--- src/rtl/mmio_pkg.sv ---
// Shared constants for the MMIO UART controller: register offsets within the
// 256-byte window and bit positions inside the STATUS register.
// Imported by the controller top level.
package mmio_pkg;

  // Register offsets from MMIO_BASE (low address byte)
  localparam logic [7:0] OFF_STATUS  = 8'h00;
  localparam logic [7:0] OFF_RX_DATA = 8'h04;
  localparam logic [7:0] OFF_TX_DATA = 8'h08;
  localparam logic [7:0] OFF_LEVELS  = 8'h0C;
  localparam logic [7:0] OFF_CYCLE   = 8'h10;
  localparam logic [7:0] OFF_INSTR   = 8'h14;
  localparam logic [7:0] OFF_CNT_CLR = 8'h18;

  // STATUS register bit positions
  localparam int ST_TX_NOT_FULL  = 0;
  localparam int ST_RX_NOT_EMPTY = 1;
  localparam int ST_TX_OVERFLOW  = 2;
  localparam int ST_RX_UNDERFLOW = 3;

endpackage

--- src/rtl/sync_fifo.sv ---
// Synchronous FIFO with combinational head output and occupancy count.
// Ports: clk/rst (sync, active-high); push/din write side; pop/dout read side
// (dout is the current head); full/empty/count status. Push on full and pop
// on empty are ignored; no empty bypass, so a push into an empty FIFO is
// visible only from the next cycle.
module sync_fifo #(
  parameter int WIDTH = 8,
  parameter int DEPTH = 8
) (
  input  logic                   clk,
  input  logic                   rst,
  input  logic                   push,
  input  logic [WIDTH-1:0]       din,
  input  logic                   pop,
  output logic [WIDTH-1:0]       dout,
  output logic                   full,
  output logic                   empty,
  output logic [$clog2(DEPTH):0] count
);

  localparam int AW = $clog2(DEPTH);

  logic [WIDTH-1:0] mem [DEPTH];
  // Pointers carry one extra wrap bit so full and empty are distinguishable
  logic [AW:0]      wr_ptr;
  logic [AW:0]      rd_ptr;
  logic             do_push;
  logic             do_pop;

  assign count   = wr_ptr - rd_ptr;
  assign empty   = (wr_ptr == rd_ptr);
  assign full    = (count == (AW+1)'(DEPTH));
  assign do_push = push && !full;
  assign do_pop  = pop && !empty;
  assign dout    = mem[rd_ptr[AW-1:0]];

  always_ff @(posedge clk) begin
    if (rst) begin
      wr_ptr <= '0;
      rd_ptr <= '0;
    end else begin
      if (do_push) wr_ptr <= wr_ptr + (AW+1)'(1);
      if (do_pop)  rd_ptr <= rd_ptr + (AW+1)'(1);
    end
  end

  // Storage needs no reset: entries are only observable between the pointers
  always_ff @(posedge clk) begin
    if (do_push) mem[wr_ptr[AW-1:0]] <= din;
  end

endmodule

--- src/rtl/mmio_uart_ctrl.sv ---
// MMIO controller between the CPU data port and the UART: buffered RX/TX
// FIFOs, sticky overflow/underflow flags, FIFO level readback and
// cycle/instruction counters in a 256-byte window at MMIO_BASE.
// Ports: clk/rst (sync, active-high); CPU side req/we/addr/wdata -> rdata
// (registered, one-cycle latency); inst_retire; UART RX valid/ready in,
// UART TX valid/ready out.
module mmio_uart_ctrl
  import mmio_pkg::*;
#(
  parameter int          RX_DEPTH  = 8,
  parameter int          TX_DEPTH  = 8,
  parameter int          CNT_WIDTH = 32,
  parameter logic [31:0] MMIO_BASE = 32'h8000_0000
) (
  input  logic        clk,
  input  logic        rst,
  input  logic        req,
  input  logic [3:0]  we,
  input  logic [31:0] addr,
  input  logic [31:0] wdata,
  output logic [31:0] rdata,
  input  logic        inst_retire,
  input  logic [7:0]  rx_data,
  input  logic        rx_valid,
  output logic        rx_ready,
  output logic [7:0]  tx_data,
  output logic        tx_valid,
  input  logic        tx_ready
);

  localparam int RX_CW = $clog2(RX_DEPTH) + 1;
  localparam int TX_CW = $clog2(TX_DEPTH) + 1;

  // Decode
  logic       hit;
  logic       is_wr;
  logic [7:0] off;
  logic       rd_hit;
  logic       rd_rx;
  logic       wr_tx;
  logic       wr_status;
  logic       wr_cnt_clr;

  assign hit        = req && (addr[31:8] == MMIO_BASE[31:8]);
  assign is_wr      = |we;
  assign off        = addr[7:0];
  assign rd_hit     = hit && !is_wr;
  assign rd_rx      = rd_hit && (off == OFF_RX_DATA);
  assign wr_tx      = hit && is_wr && we[0] && (off == OFF_TX_DATA);
  assign wr_status  = hit && is_wr && (off == OFF_STATUS);
  assign wr_cnt_clr = hit && is_wr && (off == OFF_CNT_CLR);

  // FIFOs
  logic             rx_push;
  logic             rx_pop;
  logic [7:0]       rx_head;
  logic             rx_full;
  logic             rx_empty;
  logic [RX_CW-1:0] rx_count;

  logic             tx_push;
  logic             tx_pop;
  logic [7:0]       tx_head;
  logic             tx_full;
  logic             tx_empty;
  logic [TX_CW-1:0] tx_count;

  // rx_ready depends only on registered occupancy, never on a same-cycle pop
  assign rx_ready = !rx_full;
  assign rx_push  = rx_valid && rx_ready;
  assign rx_pop   = rd_rx && !rx_empty;

  // Full check uses pre-drain occupancy, so a push onto a full FIFO is
  // dropped even when the transmitter drains an entry in the same cycle
  assign tx_push  = wr_tx && !tx_full;
  assign tx_valid = !tx_empty;
  assign tx_pop   = tx_valid && tx_ready;
  assign tx_data  = tx_empty ? 8'h00 : tx_head;

  sync_fifo #(.WIDTH(8), .DEPTH(RX_DEPTH)) u_rx_fifo (
    .clk   (clk),
    .rst   (rst),
    .push  (rx_push),
    .din   (rx_data),
    .pop   (rx_pop),
    .dout  (rx_head),
    .full  (rx_full),
    .empty (rx_empty),
    .count (rx_count)
  );

  sync_fifo #(.WIDTH(8), .DEPTH(TX_DEPTH)) u_tx_fifo (
    .clk   (clk),
    .rst   (rst),
    .push  (tx_push),
    .din   (wdata[7:0]),
    .pop   (tx_pop),
    .dout  (tx_head),
    .full  (tx_full),
    .empty (tx_empty),
    .count (tx_count)
  );

  // Sticky error flags
  logic tx_overflow;
  logic rx_underflow;

  always_ff @(posedge clk) begin
    if (rst) begin
      tx_overflow  <= 1'b0;
      rx_underflow <= 1'b0;
    end else if (wr_status) begin
      tx_overflow  <= 1'b0;
      rx_underflow <= 1'b0;
    end else begin
      if (wr_tx && tx_full)  tx_overflow  <= 1'b1;
      if (rd_rx && rx_empty) rx_underflow <= 1'b1;
    end
  end

  // Performance counters
  logic [CNT_WIDTH-1:0] cycle_cnt;
  logic [CNT_WIDTH-1:0] instr_cnt;

  always_ff @(posedge clk) begin
    if (rst || wr_cnt_clr) begin
      cycle_cnt <= '0;
      instr_cnt <= '0;
    end else begin
      cycle_cnt <= cycle_cnt + CNT_WIDTH'(1);
      if (inst_retire) instr_cnt <= instr_cnt + CNT_WIDTH'(1);
    end
  end

  // Read mux sees pre-update state, so reads return the value before this
  // cycle's pushes, pops, flag changes and counter increments
  logic [31:0] rd_val;

  always_comb begin
    rd_val = '0;
    case (off)
      OFF_STATUS: begin
        rd_val[ST_TX_NOT_FULL]  = !tx_full;
        rd_val[ST_RX_NOT_EMPTY] = !rx_empty;
        rd_val[ST_TX_OVERFLOW]  = tx_overflow;
        rd_val[ST_RX_UNDERFLOW] = rx_underflow;
      end
      OFF_RX_DATA: rd_val = rx_empty ? 32'h0 : {24'h0, rx_head};
      OFF_LEVELS:  rd_val = {16'(tx_count), 16'(rx_count)};
      OFF_CYCLE:   rd_val = 32'(cycle_cnt);
      OFF_INSTR:   rd_val = 32'(instr_cnt);
      default:     rd_val = '0;
    endcase
  end

  // rdata updates on read hits and on any miss; write hits leave it alone
  always_ff @(posedge clk) begin
    if (rst) begin
      rdata <= '0;
    end else if (req && !hit) begin
      rdata <= '0;
    end else if (rd_hit) begin
      rdata <= rd_val;
    end
  end

  // Upper write-data bits are not used by any register
  logic unused_wdata;
  assign unused_wdata = ^wdata[31:8];

endmodule

--- config.mk ---
export PLATFORM = sky130hd
export DESIGN_NAME = mmio_uart_ctrl
export DESIGN_NICKNAME = d
export VERILOG_FILES = /design/src/rtl/mmio_pkg.sv /design/src/rtl/sync_fifo.sv /design/src/rtl/mmio_uart_ctrl.sv
export SDC_FILE = /design/constraint.sdc
export NUM_CORES = 1
export LEC_CHECK = 0
export BUFFER_PORTS_ARGS = -buffer_cell sky130_fd_sc_hd__buf_2
export CAP_MARGIN = 20
export CORE_ASPECT_RATIO = 0.75
export CORE_MARGIN = 1.5
export CORE_UTILIZATION = 50
export CTS_CLUSTER_SIZE = 28
export DETAILED_ROUTE_END_ITERATION = 10
export PLACE_DENSITY = 0.73
export SETUP_SLACK_MARGIN = 0.2
export SYNTH_ARGS = -nofsm -noshare
export SYNTH_HDL_FRONTEND = slang
export SYNTH_SLANG_ARGS = --single-unit
--- constraint.sdc ---
create_clock -name clk -period 3.2 [get_ports clk]
set_input_delay 0.48 -clock clk [delete_from_list [all_inputs] [get_ports clk]]
set_output_delay 0.48 -clock clk [all_outputs]
set_load 0.01 [all_outputs]
== Yosys cells after proc, flatten, opt, wreduce, memory -nomap -nowiden ==
Memories as Yosys holds them, arrays and structs flattened. A register that Yosys moved wholly into a read port is not among the register bits.
Index checks and enable logic that the tools add are counted.

* $add $sub $neg: 8
* Equality and inequality tests: 11
* Mux-type cells: 12
* Reduce and logical (&&, ||, !) cells: 30

{| class="wikitable"
|+ Operators with widths
! operator !! count
|-
| $pmux W28 S4 || 1
|-
| $add A32 B1 Y32 const B || 2
|-
| $eq A24 B24 Y1 const B || 1
|-
| $eq A8 B5 Y1 const B || 3
|-
| $pmux W4 S5 || 1
|-
| $logic_and A1 B1 Y1 || 19
|-
| $add A4 B1 Y4 const B || 4
|-
| $eq A8 B4 Y1 const B || 2
|-
| $mux W8 || 2
|-
| $mux W3 || 4
|-
| $eq A4 B4 Y1 || 2
|-
| $eq A4 B4 Y1 const B || 2
|-
| $eq A8 B3 Y1 const B || 1
|-
| $logic_not A8 Y1 || 1
|-
| $sub A4 B4 Y4 || 2
|-
| $logic_not A1 Y1 || 6
|-
| $mux W1 || 4
|-
| $reduce_or A2 Y1 || 2
|-
| $reduce_or A4 Y1 || 1
|-
| $logic_or A1 B1 Y1 || 1
|}

* Flip-flop bits (word level): 114
* Bits in writable memories: 128
* Input port bits: 82
* Output and inout port bits: 42
* Word-level logic and storage cells: 72
* Memories kept: 2

{| class="wikitable"
|+ Memories
! memory !! words !! bits a word !! rd ports !! clocked after memory_dff !! wr ports !! line !! RTL
|-
| u_rx_fifo.mem || 8 || 8 || 1 || 1 || 1 || sync_fifo.sv:23 || <nowiki>logic [WIDTH-1:0] mem [DEPTH];</nowiki>
|-
| u_tx_fifo.mem || 8 || 8 || 1 || 1 || 1 || sync_fifo.sv:23 ||
|}

== Logic depth before layout (Yosys ltp) ==
Gate-level depths: netlist of the first run.

* Depth after elaboration: 9
* Gate-level depth with buffers: 11
* Depth with buffers taken out: 10

== Hierarchy ==
From an unflattened synthesis of the first run, not the netlist that was laid out.

* Cells, all modules: 979
* Area, all modules: 11,596.1 µm²

{| class="wikitable"
|+ By module, submodules not included
! module !! times used !! cells each !! area each (µm²) !! seq. area each (µm²)
|-
| mmio_uart_ctrl || 1 || 629 || 5,386.4 || 1,961.9
|-
| sync_fifo at u_tx_fifo || 1 || 175 || 3,140.5 || 2,142.1
|-
| sync_fifo at u_rx_fifo || 1 || 175 || 3,069.2 || 2,142.1
|}

== Least setup slack after synthesis of the first run ==
Ideal clock, no wire load.

* Path type: input to register
* Start point: input port addr[2]
* End point: memory u_tx_fifo.mem[0][0] (enable)
* Arrival time: 2,625 ps
* Data required time: 2,805 ps
* Setup slack: 180 ps
* Cell stages on the path: 7
* Buffers on the path: 2
* Cells stage by stage: clkbuf_1 or3_1 nor4_4 nand3_2 or2_1 buf_6 nor4_1

* Longest elaborated chain between the ends: 6

{| class="wikitable"
|+ Ends and longest elaborated chain
! what !! line !! RTL
|-
| start, declared || mmio_uart_ctrl.sv:19 || <nowiki>input logic [31:0] addr,</nowiki>
|-
| $eq A8 B4 Y1 || mmio_uart_ctrl.sv:49 || <nowiki>assign wr_tx = hit && is_wr && we[0] && (off == OFF_TX_DATA);</nowiki>
|-
| $logic_and A1 B1 Y1 || mmio_uart_ctrl.sv:49 ||
|-
| $logic_and A1 B1 Y1 || mmio_uart_ctrl.sv:75 || <nowiki>assign tx_push = wr_tx && !tx_full;</nowiki>
|-
| $logic_and A1 B1 Y1 || sync_fifo.sv:33 || <nowiki>assign do_push = push && !full;</nowiki>
|-
| $mux W1 || sync_fifo.sv:49 || <nowiki>if (do_push) mem[wr_ptr[AW-1:0]] <= din;</nowiki>
|-
| $mux W1 (not written as such) || sync_fifo.sv:49 ||
|-
| end, declared || sync_fifo.sv:23 ||
|}

No other way between the ends.

== Final worst setup path of the first run ==
* Start point: register u_rx_fifo.wr_ptr[0]
* End point: output port rx_ready

* Longest elaborated chain between the ends: 3

{| class="wikitable"
|+ Ends and longest elaborated chain
! what !! line !! RTL
|-
| start, declared || sync_fifo.sv:25 || <nowiki>logic [AW:0] wr_ptr;</nowiki>
|-
| start signal, assigned || sync_fifo.sv:42 || <nowiki>if (do_push) wr_ptr <= wr_ptr + (AW+1)'(1);</nowiki>
|-
| $sub A4 B4 Y4 || sync_fifo.sv:30 || <nowiki>assign count = wr_ptr - rd_ptr;</nowiki>
|-
| $eq A4 B4 Y1 || sync_fifo.sv:32 || <nowiki>assign full = (count == (AW+1)'(DEPTH));</nowiki>
|-
| $logic_not A1 Y1 || mmio_uart_ctrl.sv:69 || <nowiki>assign rx_ready = !rx_full;</nowiki>
|-
| end, declared || mmio_uart_ctrl.sv:25 || <nowiki>output logic rx_ready,</nowiki>
|}

No other way between the ends.

==> results.toml, run 1 <==
[sta]
fmaxAchievable_mhz = 340
fin_crit_sh_pct = 91.8
fin_skew_ns = 0.0110
holdWs_ns = 0.238
timing.slew.headroom_pct = 44.5
rsz0062_at_grt = "no"
tightest_slew_ns = 0.824
setup_ws_ns = 0.262
post-route-min-period_ns = 2.94
drv_slew = 0
setup_viol = 0
finalSetupTns_ns = 0
hold_viol_final = 0

[setup_path]
cp_slowest_cell = "dfxtp_4"
r2r_end = "u_tx_fifo.mem[1][3]"
endpoint_kind = "primary output"
ff2ff_path_depth = 11
cp_common_cell = "inv_1"
critPathTopFamily = "simple AND/OR/NAND/NOR gates"
cp_max_fo = 4
rr_startpoint = "u_tx_fifo.wr_ptr[0]"
critical_path_class = "register to primary output"
r2r_slack_ns = 0.58
cp.required_ns = 2.72
max_stage_delay_ns = 0.36
crit_buf_inv = 4
critPathLaunchType = "register"
worstPathArrival_ns = 2.46
cp_cell_sequence = "inv_2, ha_4, inv_1, fa_2, xnor2_2, and3b_1, inv_1, or3_4, buf_2"

[route]
vias = 7232
drt.antenna.violating_nets = 0
drt_iter0_drc = 548
routed_via_density = 5.52
wire_per_inst_um = 17.7
finalWirelength_um = 23100
drc = 0
dr.pass1.iters = 5

[yosys]
synth_top_family_by_area = "simple AND/OR/NAND/NOR gates"
yosys_warnings = 0
synth_commonest_cells = "146 x nor2_1, 128 x edfxtp_1, 120 x dfxtp_1, 48 x xnor2_1, 38 x nand2_1"
async_reset_ff_share_pct = 0
synth_nets = 981
ys_ff_latch = 248
synth-seq-area-share_pct = 59.0
synthFlopType = "edfxtp_1"
ys_types = 60
syn_area_per_cell_um2 = 12.0
synth_xor_area_share_pct = 5.96
synthMuxAreaShare_pct = 8.99
synth-compound-area-share_pct = 6.72
synthAdderAreaFrac_pct = 1.80
synth_top_area_share_pct = 36.3
synthSimpleGateAreaFrac_pct = 14.7
ys_top_cells_by_area = "edfxtp_1 36%, dfxtp_1 23%, mux4_2 6.8%"
yosysMostFrequentCell = "nor2_1"
netlist_instances = 885
synth_edf_count = 128
yosysTopAreaCell = "edfxtp_1"
syn_area_um2 = 10600

[pwr]
p_per_area_nw_per_um2 = 512
p_leak_nw = 4.20
ir_drop_mv = 0.474
total_power_mw = 6.34

[die]
die_w_um = 171
core_area_um2 = 20500
initial_utilization_pct = 51.7
ioPinCount = 124
die_area_um2 = 22100
rows = 45
die_h_um = 129

[cts]
cts_buffer_depth = 3
insertion_delay_ns = 0.51
cts_buffers = 25
ctsHtreeMaxLevel = 1
cts_root_buffer = "clkbuf_16"
cts_tree = "built"
clk_pin_slew_ns = 0.07
hold_buffers = 0
clock-sinks = 248

[global_routing]
grt_start_max_net_pins = 65
antenna_found_initial = 1
overflow = 0
grt_pass1_vias = 6834
track_usage_pct = 21.4
grt_pass1_wl_um = 36600

[cells_and_area]
fin_cells = 1309
drive_gt1_share_pct = 23.2
ff_latch_area_um2 = 6250
fillers = 1697
multi_input_area_um2 = 4110
final_nets = 1104
stdcell_area_um2 = 12400
area_delta_synth_final_pct = 17.1
final_util_pct = 60.5

[placed_design]
dpl_cell_area_um2 = 11600
pre_cts_ws_ns = 0.500
port_buffers = 99
dp_hpwl_um = 15400
gp_congestion = 0.843
place_inst = 1259

[worst_hold_path]
worstHoldPathType = "input port to register"
hold_depth = 1
hp-start = "wdata[2]"
min_to = "u_tx_fifo.mem[0][2]"

[job]
drv_cap = 0

[run_status]
status = "finished, final reports clean"
-- final cells by class --
cell class,count,area share [%]
repair buffers,139,6.68
clock inverters,14,0.696
flip-flops and latches,248,50.4
well taps,282,2.84
multi-input cells,564,33.1
clock buffers,31,5.33
diodes,1,0.0202
inverters,30,0.908
-- power breakdown --
part	internal, mW	switching (mW)
registers	3.38	0.0260
clock network	1.47	1.21
logic	0.104	0.151
-- sequential cells by signal (all words and copies together) (netlist names), named ones only --
signal / flops
u_rx_fifo.mem: 64
cycle_cnt: 32
tx_overflow: 1
u_tx_fifo.wr_ptr: 4
u_tx_fifo.rd_ptr: 4
u_rx_fifo.wr_ptr: 4
rx_underflow: 1
u_tx_fifo.mem: 64
u_rx_fifo.rd_ptr: 4
instr_cnt: 32
rdata: 32
-- cells by family after synthesis --
logic type,Yosys count
AOI/OAI and AO/OA,101
DFF,248
adders and majority gates,14
and+or+nand+nor,322
xor gates and xnor gates,72
muxes,55
buffers and inverters,73
-- cells in the final DEF, fill, tap and decap left out, types with 3 or more instances in the layout --
| master | instances |
|---|---|
| a211oi_1 | 23 |
| a21oi_1 | 13 |
| a22oi_1 | 31 |
| and3_1 | 7 |
| and4_1 | 10 |
| buf_2 | 99 |
| buf_4 | 38 |
| clkbuf_1 | 3 |
| clkbuf_16 | 25 |
| clkinv_2 | 6 |
| clkinv_4 | 4 |
| dfxtp_1 | 117 |
| edfxtp_1 | 128 |
| ha_1 | 11 |
| inv_1 | 29 |
| mux2i_1 | 22 |
| mux4_2 | 32 |
| nand2_1 | 38 |
| nand3_1 | 35 |
| nand4_1 | 14 |
| nor2_1 | 146 |
| nor3_1 | 24 |
| nor4_1 | 12 |
| nor4_2 | 3 |
| o211ai_1 | 4 |
| o21ai_0 | 15 |
| or3_1 | 6 |
| xnor2_1 | 47 |
| xor2_1 | 24 |
-- how the worst max path moves through the flow --
stage / startpoint / slack, ns / end / depth (start not counted)
2_1_floorplan: u_rx_fifo.wr_ptr[0] / 0.30 / u_rx_fifo.mem[4][0] / 9
5_1_grt: u_rx_fifo.wr_ptr[0] / 0.19 / rx_ready / 9
6_report: u_rx_fifo.wr_ptr[0] / 0.26 / rx_ready / 9
3_5_place_dp: addr[5] / 0.50 / u_tx_fifo.mem[1][2] / 7
4_1_cts: u_rx_fifo.wr_ptr[1] / 0.21 / rx_ready / 6
3_3_place_gp: addr[5] / 0.53 / u_tx_fifo.mem[1][5] / 7
-- metal layers --
layer / vias up / global-route usage [%] / routed length (um)
met3: 29 / 3.27 / 1580
met1: 3474 / 32.9 / 11000
met5: - / 0 / 0
met4: 0 / 4.44 / 349
met2: 230 / 32.2 / 10200
li1: 3499 / - / -
-- repair_timing --
action,CTS,global route
pin swaps,0,2
buffers inserted,0,3
resized for setup,4,6
endpoints found under the setup margin,1,1
-- worst reg2reg max path, cell delays in order (launching register included) --
cell and delay [ns]:
dfxtp_1 0.37, inv_1 0.13, ha_1 0.17, inv_1 0.06, fa_1 0.38, xnor2_1 0.15
nand3_1 0.08, nor3_1 0.05, buf_4 0.16, or2_1 0.34, nor3_1 0.22, buf_4 0.22
Power figures use the tool's default switching activity.
==> run 2: changes to the inputs <==
CORE_MARGIN = 2   (was 1.5)
CTS_BUF_LIST = sky130_fd_sc_hd__clkbuf_4   (was unset)
==> run 2 against run 1 <==
  * Sequential power about the same
  * Core utilization decreased by 0.79 points
  * Cell area increased by 0.89%
  * Routed wire length increased by 1.4%
  * Critical path type unchanged
==> results.toml, run 2 (synthesized netlist as in run 1, its figures left out) <==
[run_status]
status = "finished, final reports clean"

[die]
core_area_um2 = 21000
initial_utilization_pct = 50.5
rows = 46
die_h_um = 130
die_area_um2 = 22400
ioPinCount = 124
die_w_um = 172

[placed_design]
port_buffers = 99
gp_congestion = 0.831
dp_hpwl_um = 15900
pre_cts_ws_ns = 0.288
dpl_cell_area_um2 = 11600

[setup_path]
worstPathArrival_ns = 2.47
critical_path_class = "register to primary output"
critical_path.startpoint = "u_rx_fifo.wr_ptr[0]"
max_stage_delay_ns = 0.43
endpoint_kind = "primary output"
critPathTopFamily = "simple AND/OR/NAND/NOR gates"
cp_cell_sequence = "inv_4, ha_4, inv_2, fa_2, and3b_1, inv_2, or3_4, buf_6"
rr_startpoint = "u_tx_fifo.wr_ptr[0]"
cp_slowest_cell = "fa_2"
cp_max_fo = 2
critPathLaunchType = "register"
cp_common_cell = "inv_2"
crit_buf_inv = 4
cp.required_ns = 2.72

[pwr]
p_per_area_nw_per_um2 = 494
ir_drop_mv = 0.368
total_power_mw = 6.18
p_leak_nw = 4.34

[cts]
cts_root_buffer = "clkbuf_4"
ctsHtreeMaxLevel = 2
cts_buffer_depth = 3
cts_buffers = 60
insertion_delay_ns = 0.68
cts_tree = "built"
clk_pin_slew_ns = 0.07
clock-sinks = 248
hold_buffers = 0

[route]
top_layer = "met4"
vias = 7496
wire_per_inst_um = 16.8
dr_wl_met3_um = 1630
met2_length_um = 10500
drt.antenna.violating_nets = 0
drc = 0
drt_iter0_drc = 606
met1Wirelength_um = 11000
finalWirelength_um = 23400
routed_via_density = 5.38
dr.pass1.iters = 6

[cells_and_area]
fillers = 1736
mostFrequentLayoutCells = "146 x nor2_1, 128 x edfxtp_1, 115 x dfxtp_1"
drive_gt1_share_pct = 28.0
area_delta_synth_final_pct = 18.2
final_util_pct = 59.7
final_nets = 1150
stdcell_area_um2 = 12500
final_common_cell = "nor2_1"

[worst_hold_path]
worstHoldPathType = "input port to register"
hp-start = "rx_data[4]"

[sta]
finalSetupTns_ns = 0
setup_viol = 0
fin_crit_sh_pct = 92.3
timing.slew.headroom_pct = 46.1
rsz0062_at_grt = "yes"
post-route-min-period_ns = 2.95
fmaxAchievable_mhz = 339
fin_skew_ns = 0.0430
hold_viol_final = 0
tightest_slew_ns = 0.801
drv_slew = 0
setup_ws_ns = 0.248

[global_routing]
antenna_found_initial = 1
grt_start_max_net_pins = 35
track_usage_pct = 21.4
grt_pass1_wl_um = 37200
overflow = 0
grt_pass1_vias = 7274

[job]
drv_cap = 0
run 2: what timing repair did:
action,CTS,global route
pin swaps,4,4
gates cloned,0,0
endpoints found under the setup margin,1,1
buffers inserted,4,3
gates resized for setup,14,7
run 2: per-layer routing:
layer | vias up | GRT usage (%)
met1 | 3581 | 30.5
met5 | - | 0
met4 | 0 | 6.28
met2 | 245 | 33.0
met3 | 32 | 4.88
li1 | 3638 | -
run 2: per-stage QoR:
stage               std cells  hold WS [ns]
finish                   1393        0.0697
global route             1393        0.0375
CTS                      1389        0.0163
detailed placement       1273         0.463
global placement         1272         0.469
floorplan                 885         0.448
run 2: final timing paths:
| check | endpoint | slack [ns] | depth (start not counted) |
|---|---|---|---|
| hold / removal | u_rx_fifo.mem[3][4] | 0.07 | 1 |
| hold reg to reg | rdata[18] | 0.47 | 2 |
| setup / recovery | rx_ready | 0.25 | 8 |
| setup reg to reg | u_tx_fifo.mem[4][1] | 0.58 | 11 |
run 2: final cells by class:
type | count | area, um2 | share of cell area (%)
inverters | 30 | 115 | 0.920
clock inverters | 22 | 83.8 | 0.670
multi-input cells | 564 | 4120 | 32.9
repair buffers | 150 | 897 | 7.17
clock buffers | 90 | 676 | 5.40
well taps | 288 | 360 | 2.88
diodes | 1 | 2.50 | 0.0200
flip-flops and latches | 248 | 6260 | 50.0
run 2: where the power goes:
part | total [mW] | switching, mW | internal (mW)
logic | 0.269 | 0.154 | 0.116
clock network | 2.50 | 1.22 | 1.29
registers | 3.40 | 0.0244 | 3.38
==> run 3: changes to the inputs <==
ABC_AREA = 1   (was unset)
MAX_ROUTING_LAYER = met4   (was unset)
PLACE_DENSITY = 0.72   (was 0.73)
==> run 3 against run 2 <==
  * Maximum frequency up 6.4%
  * Highest routed layer unchanged
  * Cell area up 4.7%
  * Clock-buffer cell count up 5
  * Hold slack worse by 0.017 ns
  * Clock skew up 0.028 ns
  * First-iteration DRC count up 45%
  * Critical path depth down 1
==> results.toml, run 3 <==
[run_status]
status = "finished, final reports clean"

[route]
drt.antenna.violating_nets = 0
finalWirelength_um = 28400
drc = 0
dr.pass1.iters = 7
vias = 9693
wire_per_inst_um = 15.7
routed_via_density = 5.35
drt_iter0_drc = 881

[setup_path]
worstPathArrival_ns = 2.29
critPathTopFamily = "adder cells"
cp_common_cell = "inv_1"
crit_buf_inv = 3
cp_max_fo = 5
cp_cell_sequence = "inv_1, ha_1, inv_1, fa_1, nor3_1, nand2_1, buf_2"
cp_slowest_cell = "fa_1"
max_stage_delay_ns = 0.43
endpoint_kind = "primary output"
critical_path_class = "register to primary output"
critPathLaunchType = "register"
cp.required_ns = 2.72

[yosys]
async_reset_ff_share_pct = 0
synthFlopType = "edfxtp_1"
ys_top_cells_by_area = "edfxtp_1 34%, dfxtp_1 21%, nor2_1 8.7%"
yosysMostFrequentCell = "nor2_1"
yosysTopAreaCell = "edfxtp_1"
syn_area_per_cell_um2 = 8.65
yosys_warnings = 0
synth_commonest_cells = "264 x nor2_1, 202 x nand2_1, 128 x edfxtp_1, 122 x inv_1, 120 x dfxtp_1"
synth_nets = 1413
syn_area_um2 = 11400
netlist_instances = 1317
synth_top_area_share_pct = 33.8
synth_edf_count = 128
synth-seq-area-share_pct = 54.9
ys_ff_latch = 248
ys_types = 44

[placed_design]
dpl_cell_area_um2 = 12300
dp_hpwl_um = 20100
port_buffers = 99
gp_congestion = 0.930

[die]
initial_utilization_pct = 51.2
die_w_um = 178
core_area_um2 = 22200
die_area_um2 = 24000
rows = 47
die_h_um = 135
ioPinCount = 124

[pwr]
p_per_area_nw_per_um2 = 490
ir_drop_mv = 0.203
p_leak_nw = 4.81

[sta]
timing.slew.headroom_pct = 37.1
tightest_slew_ns = 0.943
fin_skew_ns = 0.0707
finalSetupTns_ns = 0
hold_viol_final = 0
fin_crit_sh_pct = 86.7
rsz0062_at_grt = "no"
post-route-min-period_ns = 2.77
fmaxAchievable_mhz = 361
setup_viol = 0
drv_slew = 0

[cells_and_area]
final_common_cell = "nor2_1"
drive_gt1_share_pct = 18.0
multi_input_area_um2 = 4520
area_delta_synth_final_pct = 15.1
fillers = 1973
final_nets = 1567
stdcell_area_um2 = 13100
ff_latch_area_um2 = 6250
mostFrequentLayoutCells = "260 x nor2_1, 202 x nand2_1, 128 x edfxtp_1"

[global_routing]
grt_pass1_wl_um = 44400
track_usage_pct = 24.1
grt_start_max_net_pins = 33
antenna_found_initial = 1
grt_pass1_vias = 8960
overflow = 0

[cts]
insertion_delay_ns = 0.72
cts_buffers = 60
cts_root_buffer = "clkbuf_4"
cts_buffer_depth = 3
clk_pin_slew_ns = 0.07
ctsHtreeMaxLevel = 2
post_cts_buffers = 0
cts_tree = "built"
clock-sinks = 248

[job]
drv_cap = 0

[worst_hold_path]
worstHoldPathType = "input port to register"
[run 3: final cells by class]
type / count / share of cell area, %
antenna: 1 / 0.0191
inverter: 125 / 3.61
sequential: 248 / 47.7
clock buffer: 95 / 5.44
multi-input combinational: 908 / 34.5
timing repair buffer: 128 / 5.48
clock inverter: 14 / 0.487
tap: 294 / 2.81
[run 3: logic make-up (layout without fill, tap and decap cells)]
logic type      after synthesis  after routing  share of synthesized area, %
flops                       248            248                          54.9
buf+inv                     161            362                          5.55
xor+xnor                     34             34                          2.62
fa+ha+maj                    14             14                          1.67
compound gates              218            218                          10.4
other cells                   0              1                             0
simple gates                642            642                          24.9
[run 3: through the flow]
step	total power [mW]	cells	hold slack, ns	utilization [%]	worst slack, ns
after floorplan	3.72	1317	0.427	-	0.535
after global routing	6.69	1813	0.00725	58.9	0.237
after global placement	3.88	1701	0.436	55.3	0.466
after CTS	6.47	1812	0.00564	58.9	0.292
after detailed placement	3.89	1701	0.447	55.3	0.344
final	6.43	1813	0.0529	58.9	0.426
[run 3: path summary, 6_finish.rpt]
kind,cells past startpoint,startpoint,slack [ns],end
setup / recovery,7,u_rx_fifo.wr_ptr[0],0.43,rx_ready
hold / removal,1,rx_data[4],0.05,u_rx_fifo.mem[0][4]
setup reg to reg,11,u_rx_fifo.wr_ptr[0],0.50,u_rx_fifo.mem[4][7]
hold reg to reg,2,rdata[3],0.46,rdata[3]
[run 3: timing repair]
action                                  CTS  global route
endpoints found under the setup margin    0            36
gates resized for setup                   0             5
hold buffers                              2             0
hold endpoints to repair                 12             0
[run 3: power breakdown]
group | internal, mW | switching (mW) | leakage [nW] | total, mW
logic | 0.143 | 0.288 | 2.22 | 0.430
clock network | 1.34 | 1.25 | 0.468 | 2.59
registers | 3.38 | 0.0233 | 2.12 | 3.40
[run 3: layer usage]
layer	track usage, %	vias to the layer above	routed length (um)
met2	35.1	380	12100
met5	-	-	0
li1	-	4806	-
met4	7.59	0	518
met3	4.19	40	2280
met1	34.5	4467	13500
